<file path="src/rtl/ad_coe_ctrl_if.sv">
// Weight-update stream between the weight-computation engine (master) and
// the coefficient loader (slave): valid/ready handshake with end-of-vector marker.
interface ad_coe_ctrl_if #(
  parameter int DW = 16
) ();
  logic          upd_valid;
  logic          upd_ready;
  logic          upd_last;
  logic [DW-1:0] upd_r;
  logic [DW-1:0] upd_i;

  modport master (output upd_valid, output upd_last, output upd_r, output upd_i,
                  input  upd_ready);
  modport slave  (input  upd_valid, input  upd_last, input  upd_r, input  upd_i,
                  output upd_ready);
endinterface

</file>
<file path="src/rtl/ad_coe_ctrl.sv">
// Slot sequencer and double-buffered coefficient loader for the 16-tap complex MAC.
// Optional vector-length check compiled in with macro AD_COE_CHK_EN.
module ad_coe_ctrl #(
  parameter int NTAP     = 16,
  parameter int AW       = 4,
  parameter int DW       = 16,
  parameter int BYP_SLOT = 4
) (
  input  logic          clk_61p44MHz,
  input  logic          reset,
  ad_coe_ctrl_if.slave  upd,
  input  logic          err_clr,
  output logic [AW-1:0] slot,
  output logic          srl_we,
  output logic          bypass,
  output logic [AW:0]   rd_addr,
  output logic [AW:0]   wr_addr,
  output logic          we_coe,
  output logic [DW-1:0] coe_r,
  output logic [DW-1:0] coe_i,
  output logic          act_bank,
  output logic          swap_done,
  output logic          err
);

  typedef enum logic [1:0] {
    S_IDLE = 2'd0,
    S_LOAD = 2'd1,
    S_PEND = 2'd2
  } state_e;

  state_e        state_q, state_d;
  logic [AW-1:0] slot_q, slot_d;
  logic [AW-1:0] idx_q, idx_d;
  logic          act_bank_q, act_bank_d;
  logic          ready_q, ready_d;
  logic          we_q, we_d;
  logic          swap_q, swap_d;
  logic          err_q, err_d;
  logic [AW:0]   wr_addr_q, wr_addr_d;
  logic [DW-1:0] coe_r_q, coe_r_d;
  logic [DW-1:0] coe_i_q, coe_i_d;

  logic          acc_s;
  logic          last_idx_s;
  logic          frame_end_s;
  logic          bad_s;

  assign acc_s       = upd.upd_valid && ready_q;
  assign last_idx_s  = (idx_q == AW'(NTAP - 1));
  assign frame_end_s = (slot_q == AW'(NTAP - 1));

`ifdef AD_COE_CHK_EN
  assign bad_s = (upd.upd_last && !last_idx_s) || (!upd.upd_last && last_idx_s);
`else
  logic chk_unused_s;
  assign chk_unused_s = ^{upd.upd_last, err_clr};
  assign bad_s        = 1'b0;
`endif

  // Next-state logic for slot counter, load FSM, bank select and write port.
  always_comb begin
    slot_d     = frame_end_s ? '0 : slot_q + AW'(1);
    state_d    = state_q;
    idx_d      = idx_q;
    act_bank_d = act_bank_q;
    ready_d    = ready_q;
    we_d       = 1'b0;
    wr_addr_d  = wr_addr_q;
    coe_r_d    = coe_r_q;
    coe_i_d    = coe_i_q;
    swap_d     = 1'b0;
    case (state_q)
      S_IDLE, S_LOAD: begin
        if (acc_s && bad_s) begin
          state_d = S_IDLE;
          idx_d   = '0;
          ready_d = 1'b1;
        end else if (acc_s) begin
          // The bank under write is always the one the datapath is not reading.
          we_d      = 1'b1;
          wr_addr_d = {~act_bank_q, idx_q};
          coe_r_d   = upd.upd_r;
          coe_i_d   = upd.upd_i;
          if (last_idx_s) begin
            state_d = S_PEND;
            idx_d   = '0;
            ready_d = 1'b0;
          end else begin
            state_d = S_LOAD;
            idx_d   = idx_q + AW'(1);
            ready_d = 1'b1;
          end
        end else begin
          ready_d = 1'b1;
        end
      end
      S_PEND: begin
        if (frame_end_s) begin
          act_bank_d = ~act_bank_q;
          swap_d     = 1'b1;
          state_d    = S_IDLE;
          ready_d    = 1'b1;
        end else begin
          ready_d = 1'b0;
        end
      end
      default: begin
        state_d = S_IDLE;
        idx_d   = '0;
        ready_d = 1'b1;
      end
    endcase
`ifdef AD_COE_CHK_EN
    err_d = (acc_s && bad_s) || (err_q && !err_clr);
`else
    err_d = 1'b0;
`endif
  end

  // State and registered-output flops with synchronous reset.
  always_ff @(posedge clk_61p44MHz) begin
    if (reset) begin
      state_q    <= S_IDLE;
      slot_q     <= '0;
      idx_q      <= '0;
      act_bank_q <= 1'b0;
      ready_q    <= 1'b0;
      we_q       <= 1'b0;
      swap_q     <= 1'b0;
      err_q      <= 1'b0;
      wr_addr_q  <= '0;
      coe_r_q    <= '0;
      coe_i_q    <= '0;
    end else begin
      state_q    <= state_d;
      slot_q     <= slot_d;
      idx_q      <= idx_d;
      act_bank_q <= act_bank_d;
      ready_q    <= ready_d;
      we_q       <= we_d;
      swap_q     <= swap_d;
      err_q      <= err_d;
      wr_addr_q  <= wr_addr_d;
      coe_r_q    <= coe_r_d;
      coe_i_q    <= coe_i_d;
    end
  end

  assign upd.upd_ready = ready_q;
  assign slot          = slot_q;
  assign srl_we        = (slot_q == '0);
  assign bypass        = (slot_q == AW'(BYP_SLOT));
  assign rd_addr       = {act_bank_q, slot_q};
  assign wr_addr       = wr_addr_q;
  assign we_coe        = we_q;
  assign coe_r         = coe_r_q;
  assign coe_i         = coe_i_q;
  assign act_bank      = act_bank_q;
  assign swap_done     = swap_q;
  assign err           = err_q;

endmodule

</file>
<file path="src/flat_wrapper.sv">
// flat-port wrapper written by rule: the top's interface ports become plain ports
module ad_coe_ctrl_flat 
#(
  parameter int NTAP     = 16,
  parameter int AW       = 4,
  parameter int DW       = 16,
  parameter int BYP_SLOT = 4
)
  (clk_61p44MHz, reset, err_clr, slot, srl_we, bypass, rd_addr, wr_addr, we_coe, coe_r, coe_i, act_bank, swap_done, err, upd_upd_valid, upd_upd_last, upd_upd_r, upd_upd_i, upd_upd_ready);
  ad_coe_ctrl_if #(.DW(DW)) upd_i ();
  input  logic clk_61p44MHz;
  input  logic reset;
  input  logic err_clr;
  output logic [AW-1:0] slot;
  output logic srl_we;
  output logic bypass;
  output logic [AW:0] rd_addr;
  output logic [AW:0] wr_addr;
  output logic we_coe;
  output logic [DW-1:0] coe_r;
  output logic [DW-1:0] coe_i;
  output logic act_bank;
  output logic swap_done;
  output logic err;
  input wire logic [$bits(upd_i.upd_valid)-1:0] upd_upd_valid;
  input wire logic [$bits(upd_i.upd_last)-1:0] upd_upd_last;
  input wire logic [$bits(upd_i.upd_r)-1:0] upd_upd_r;
  input wire logic [$bits(upd_i.upd_i)-1:0] upd_upd_i;
  output wire logic [$bits(upd_i.upd_ready)-1:0] upd_upd_ready;
  assign upd_i.upd_valid = upd_upd_valid;
  assign upd_i.upd_last = upd_upd_last;
  assign upd_i.upd_r = upd_upd_r;
  assign upd_i.upd_i = upd_upd_i;
  assign upd_upd_ready = upd_i.upd_ready;
  ad_coe_ctrl #(.NTAP(NTAP), .AW(AW), .DW(DW), .BYP_SLOT(BYP_SLOT)) u_core (.clk_61p44MHz(clk_61p44MHz), .reset(reset), .upd(upd_i), .err_clr(err_clr), .slot(slot), .srl_we(srl_we), .bypass(bypass), .rd_addr(rd_addr), .wr_addr(wr_addr), .we_coe(we_coe), .coe_r(coe_r), .coe_i(coe_i), .act_bank(act_bank), .swap_done(swap_done), .err(err));
endmodule
</file>
<file path="config.mk">
export PLATFORM = sky130hd
export DESIGN_NAME = ad_coe_ctrl_flat
export DESIGN_NICKNAME = d
export VERILOG_FILES = /design/src/rtl/ad_coe_ctrl_if.sv /design/src/rtl/ad_coe_ctrl.sv /design/src/flat_wrapper.sv
export SDC_FILE = /design/constraint.sdc
export NUM_CORES = 1
export LEC_CHECK = 0
export BUFFER_PORTS_ARGS = -buffer_cell sky130_fd_sc_hd__buf_2
export CAP_MARGIN = 20
export CORE_ASPECT_RATIO = 1.5
export CORE_MARGIN = 2
export CORE_UTILIZATION = 38
export DETAILED_ROUTE_END_ITERATION = 10
export PLACE_DENSITY = 0.78
export SLEW_MARGIN = 40
export SYNTH_ARGS = -nofsm -noshare
export SYNTH_HDL_FRONTEND = slang
export SYNTH_SLANG_ARGS = --single-unit
</file>
<file path="constraint.sdc">
create_clock -name clk_61p44MHz -period 3.14 [get_ports clk_61p44MHz]
set_input_delay 0.628 -clock clk_61p44MHz [delete_from_list [all_inputs] [get_ports clk_61p44MHz]]
set_output_delay 0.628 -clock clk_61p44MHz [all_outputs]
set_load 0.05 [all_outputs]
</file>
==> flow_summary.yaml, run 1 <==
logic_synthesis:
  synth_top_family_by_area: "simple AND/OR/NAND/NOR gates"
  synth_cell_types: 29
  seq_area_frac_synth_pct: 53.0
  synth_xor_area_share_pct: 0.455
  synth_nets: 275
  syn_area_mm2: 0.00193
  postSynthCellCount: 235
  yosys.area_share.adder_pct: 1.95
  synth_seq_cells: 51
  muxShareOfSynthArea_pct: 0.519
  syn_avg_cell_area_um2: 8.20
  synth_compound_area_share_pct: 13.8
  synth-simple-area-share_pct: 23.4
  ys_warn_count: 0
layout:
  instances_no_fill: 375
  fillers: 491
  final_common_cell: "buf_2"
  multi_input_area_um2: 778
  seq_area_mm2: 0.00102
  antenna_cells: 0
  drive_gt1_share_pct: 31.4
  fin_nets: 348
  final_cell_mix: "85 x buf_2, 76 x nand2_1, 51 x dfxtp_1"
  area_growth_pct: 27.4
floorplanning:
  fp.dieArea_mm2: 0.00567
  die-height_um: 91.2
  io_pins: 90
  initial_core_util_pct: 39.7
  coreArea_mm2: 0.00485
  die_width_um: 62.1
  rows: 31
place:
  dp_cells: 367
  place_hpwl_mm: 2.77
  gp_congestion: 0.714
  portBuffers: 86
sta:
  holdWs_ns: 0.454
  rsz0062_at_grt: "no"
  layout_min_cycle_time_ns: 1.97
  worst_clock_skew_ns: 0.00464
  finalCritPeriodShare_pct: 62.8
  finalSetupViolations: 0
  worst_slew_pin_slew_ns: 0.632
  final.setup.tns_ns: 0
  hold_viol_final: 0
  fmax_mhz: 507
  slew_headroom_pct: 57.8
  slew_violations: 0
clock_tree:
  clkTransAtPathRegs_ns: 0.09
  ctsResizeCount: 0
  clk_latency_ns: 0.30
  cts_num_sinks: 51
  htreeDepth: 2
  clockBufferDepth: 2
  clockRootBuffer: "clkbuf_8"
  post_cts_buffers: 0
  cts_inserted_buffers: 5
  cts_tree: "done"
  cts_hold_buffers: 0
critical_path:
  crit_path_end_kind: "output port"
  worstReg2RegEnd: "u_core.wr_addr[4]"
  critPathMaxStageDelay_ns: 0.36
  crit_arrival_ns: 1.35
  crit_slowest_cell: "dfxtp_1"
  rr_worst_depth: 4
  endpoint: "srl_we"
  worst_setup_path_start_kind: "register"
  crit_start: "u_core.slot[0]"
  critPathMaxFanout: 6
  cp_cell_sequence: "inv_1, ha_1, nor3b_1, buf_2"
  reg2reg_setup_slack_ns: 1.36
  r2r_start: "u_core.state_q[1]"
  required_ns: 2.51
  worstSetupPathType: "register to output port"
power:
  leakagePower_nw: 1.13
  vdd_drop_max_v: 0.000281
  power_density_mw_per_mm2: 564
  totalPowerFinal_mw: 1.38
outcome:
  status: "finished, final reports clean"
grt:
  track_usage_pct: 14.4
  grt_overflow: 0
  antenna_found_initial: 0
  grt_max_degree: 52
  grt_pass1_wl_mm: 6.71
  grt_pass1_vias: 1565
drt:
  drt-total-wl_mm: 4.11
  drc: 0
  via_per_inst: 4.65
  drtPass1Iterations: 2
  drtIter0Drc: 71
  num_vias: 1744
  wire_per_inst_um: 11.0
  ant_nets: 0
job:
  cap_violations: 0
hold_path:
  hp-class: "register to register"
## per-layer routing
metal	vias up	track usage [%]	part of all wire, %	wire (um)
li1	910	-	-	-
met1	787	15.5	42	1740
met2	42	26.6	51	2120
met3	5	3.97	4.6	190
met4	0	5.56	1.6	65
met5	-	0	0	0
## per-stage QoR
stage	util (%)	instance area (um^2)	setup slack, ns
5_1_grt	50.6	2450	1.05
2_1_floorplan	-	1930	0.495
3_5_place_dp	48.2	2340	1.03
4_1_cts	50.6	2450	1.14
6_report	50.6	2450	1.17
3_3_place_gp	48.2	2330	1.06
## flip-flops by register name (all words and copies together) (netlist names)
name                  cells
u_core.slot               4
u_core.upd.upd_ready      1
u_core.state_q            2
u_core.coe_i             16
u_core.idx_q              4
u_core.we_coe             1
u_core.act_bank           1
u_core.coe_r             16
u_core.swap_done          1
u_core.wr_addr            5
## critical path, delay by kind of cell, from the launching register on
family	cells	cell delay [ns]
buffers and inverters	2	0.37
flip-flops	1	0.36
AND/OR/NAND/NOR	1	0.17
adder cells (fa/ha/maj)	1	0.15
## area by class of cell
| type | count | share of cell area, % |
|---|---|---|
| Tap cell | 66 | 3.36 |
| Multi-Input combinational cell | 159 | 31.7 |
| Clock buffer | 6 | 3.36 |
| Inverter | 4 | 0.612 |
| Clock inverter | 2 | 1.43 |
| Timing Repair Buffer | 87 | 17.9 |
| Sequential cell | 51 | 41.6 |
## report_power, final
group          switching, mW  total [mW]  leakage, nW  internal, mW
sequential            0.0172       0.691        0.416         0.673
clock                  0.207       0.465       0.0612         0.258
combinational          0.170       0.229        0.650        0.0590
total                  0.394        1.38         1.13         0.990
## Yosys cell counts
cell type  count  area [um^2]
buf_2          9         45.0
mux2i_1        1         10.0
clkbuf_1       6         22.5
a21oi_1       42          210
nor3b_1        3         22.5
nand3_1        7         35.0
buf_4          6         45.0
nor3_1         3         15.0
a31oi_1        1         6.26
nor2b_1        2         12.5
inv_1          4         15.0
nand2b_1       1         6.26
or3_1          1         6.26
o22ai_1        1         6.26
nand3b_4       1         20.0
o21ai_0        2         10.0
or4_1          2         15.0
nand2_1       76          285
dfxtp_1       51         1020
o21ai_1        1         5.00
xnor2_1        1         8.76
conb_1         1         3.75
a221oi_1       1         8.76
nor2_1         5         18.8
a211oi_2       1         12.5
ha_1           3         37.5
and3_1         1         6.26
and3b_1        1         8.76
a21o_1         1         7.51
## worst min path at each step
stage	start	to	slack (ns)	cells after the start
after floorplan	u_core.idx_q[2]	u_core.wr_addr[2]	0.45	2
after global placement	u_core.coe_r[4]	u_core.coe_r[4]	0.44	2
after detailed placement	u_core.coe_i[9]	u_core.coe_i[9]	0.44	2
after CTS	u_core.coe_i[9]	u_core.coe_i[9]	0.46	2
after global routing	u_core.coe_i[14]	u_core.coe_i[14]	0.48	2
final	u_core.coe_i[9]	u_core.coe_i[9]	0.45	2
## cells by family after synthesis
group,count (synthesis)
other cells,1
simple gates,103
xor+xnor,1
fa+ha+maj,3
flops,51
compound gates,50
mux,1
buf+inv,25
(Power assumes the default switching activity.)
==> run 2, diff against run 1 <==
--- a/config.mk
+++ b/config.mk
@@ -11,7 +11,7 @@
 export CORE_MARGIN = 2
 export CORE_UTILIZATION = 38
 export DETAILED_ROUTE_END_ITERATION = 10
-export PLACE_DENSITY = 0.78
+export PLACE_DENSITY = 0.81
 export SLEW_MARGIN = 40
 export SYNTH_ARGS = -nofsm -noshare
 export SYNTH_HDL_FRONTEND = slang
==> constraint.sdc (replaced) <==
create_clock -name clk_61p44MHz -period 1.7 [get_ports clk_61p44MHz]
set_input_delay 0.34 -clock clk_61p44MHz [delete_from_list [all_inputs] [get_ports clk_61p44MHz]]
set_output_delay 0.34 -clock clk_61p44MHz [all_outputs]
set_load 0.05 [all_outputs]
==> flow_summary.yaml, run 2 (synthesis gave the netlist of run 1 again) <==
clock_tree:
  clk_latency_ns: 0.30
  clockRootBuffer: "clkbuf_8"
  clkTransAtPathRegs_ns: 0.09
  htreeDepth: 2
  cts_tree: "done"
  cts_num_sinks: 51
  clockBufferDepth: 2
  post_cts_buffers: 0
  cts_inserted_buffers: 5
floorplanning:
  io_pins: 90
  coreArea_mm2: 0.00485
  fp.dieArea_mm2: 0.00567
  die-height_um: 91.2
  rows: 31
  die_width_um: 62.1
  initial_core_util_pct: 39.7
grt:
  grt_pass1_vias: 1545
  grt_pass1_wl_mm: 6.79
  grt_max_degree: 52
  grt_overflow: 0
  antenna_found_initial: 0
  track_usage_pct: 14.8
critical_path:
  r2r_start: "u_core.state_q[1]"
  critPathMaxStageDelay_ns: 0.38
  worstReg2RegEnd: "u_core.wr_addr[4]"
  critPathMaxFanout: 6
  crit_slowest_cell: "dfxtp_4"
  worstSetupPathType: "register to output port"
  cp_cell_sequence: "inv_1, ha_1, nor3b_2, buf_4"
  endpoint: "srl_we"
  rr_worst_depth: 4
  reg2reg_setup_slack_ns: 0.37
  required_ns: 1.36
  worst_setup_path_start_kind: "register"
  crit_arrival_ns: 1.28
  crit_path_end_kind: "output port"
  crit_start: "u_core.slot[0]"
drt:
  drt-total-wl_mm: 4.10
  ant_nets: 0
  wire_per_inst_um: 10.8
  drtPass1Iterations: 4
  drc: 0
  via_per_inst: 4.64
  num_vias: 1758
  drtIter0Drc: 101
sta:
  hold_viol_final: 0
  fmax_mhz: 617
  finalSetupViolations: 0
  final.setup.tns_ns: 0
  finalCritPeriodShare_pct: 95.3
  worst_clock_skew_ns: 0.00492
  layout_min_cycle_time_ns: 1.62
  slew_violations: 0
layout:
  final_common_cell: "buf_2"
  area_growth_pct: 30.1
  final_cell_mix: "84 x buf_2, 76 x nand2_1, 48 x dfxtp_1"
  seq_area_mm2: 0.00103
  multi_input_area_um2: 795
  fillers: 481
  drive_gt1_share_pct: 33.9
  fin_nets: 352
  instances_no_fill: 379
  antenna_cells: 0
  final_cell_area_mm2: 0.00251
place:
  portBuffers: 86
  dpl_cell_area_mm2: 0.00241
  place_hpwl_mm: 2.92
  gp_congestion: 0.729
  dp_cells: 371
hold_path:
  hp-class: "input pin to register"
power:
  leakagePower_nw: 1.14
  vdd_drop_max_v: 0.000416
  power_density_mw_per_mm2: 958
outcome:
  status: "finished, final reports clean"
job:
  cap_violations: 0
-- run 2: worst min-delay path by stage --
| stage | end | startpoint | cells after the start |
|---|---|---|---|
| after global placement | u_core.coe_r[3] | u_core.coe_r[3] | 2 |
| after detailed placement | u_core.coe_r[3] | u_core.coe_r[3] | 2 |
| after floorplan | u_core.wr_addr[2] | u_core.idx_q[2] | 2 |
| after CTS | u_core.coe_r[6] | upd_upd_r[6] | 3 |
| after global routing | u_core.coe_r[7] | upd_upd_r[7] | 3 |
| final | u_core.coe_r[2] | upd_upd_r[2] | 3 |
-- run 2: stage by stage --
step	power, mW	worst slack [ns]	hold slack (ns)	util (%)
finish	2.40	0.0803	0.266	51.7
global route	2.53	-0.00590	0.245	51.7
CTS	2.44	0.0318	0.253	51.5
detailed placement	1.75	0.319	0.443	49.6
global placement	1.74	0.332	0.439	49.6
floorplan	1.64	-0.0868	0.445	-
-- run 2: final cells by class --
| type | instances | area share [%] |
|---|---|---|
| clock inverter | 3 | 0.799 |
| timing repair buffer | 91 | 19.9 |
| multi-input combinational | 159 | 31.7 |
| sequential | 51 | 41.0 |
| tap | 66 | 3.30 |
| inverter | 4 | 0.599 |
| clock buffer | 5 | 2.75 |
-- run 2: layer usage --
| metal | wire length (um) | global-route usage [%] | vias up |
|---|---|---|---|
| met3 | 189 | 3.97 | 6 |
| met5 | 0 | 0 | - |
| li1 | - | - | 913 |
| met1 | 1670 | 15.4 | 797 |
| met4 | 76 | 6.11 | 0 |
| met2 | 2170 | 27.6 | 42 |
-- run 2: critical path, delay by kind of cell, from the launching register on --
| family | cells | cell delay (ns) |
|---|---|---|
| buf+inv | 2 | 0.25 |
| simple gates | 1 | 0.15 |
| fa+ha+maj | 1 | 0.20 |
| flops | 1 | 0.38 |
-- run 2: what timing repair did --
item | 4_1_cts | 5_1_grt
hold buffers | 0 | 0
resized for setup | 2 | 5
endpoints found under the setup margin | 2 | 2
-- run 2: report_power, final --
part	internal, mW	switching [mW]
Sequential	1.24	0.0315
Clock	0.287	0.392
Combinational	0.127	0.318
Total	1.66	0.742
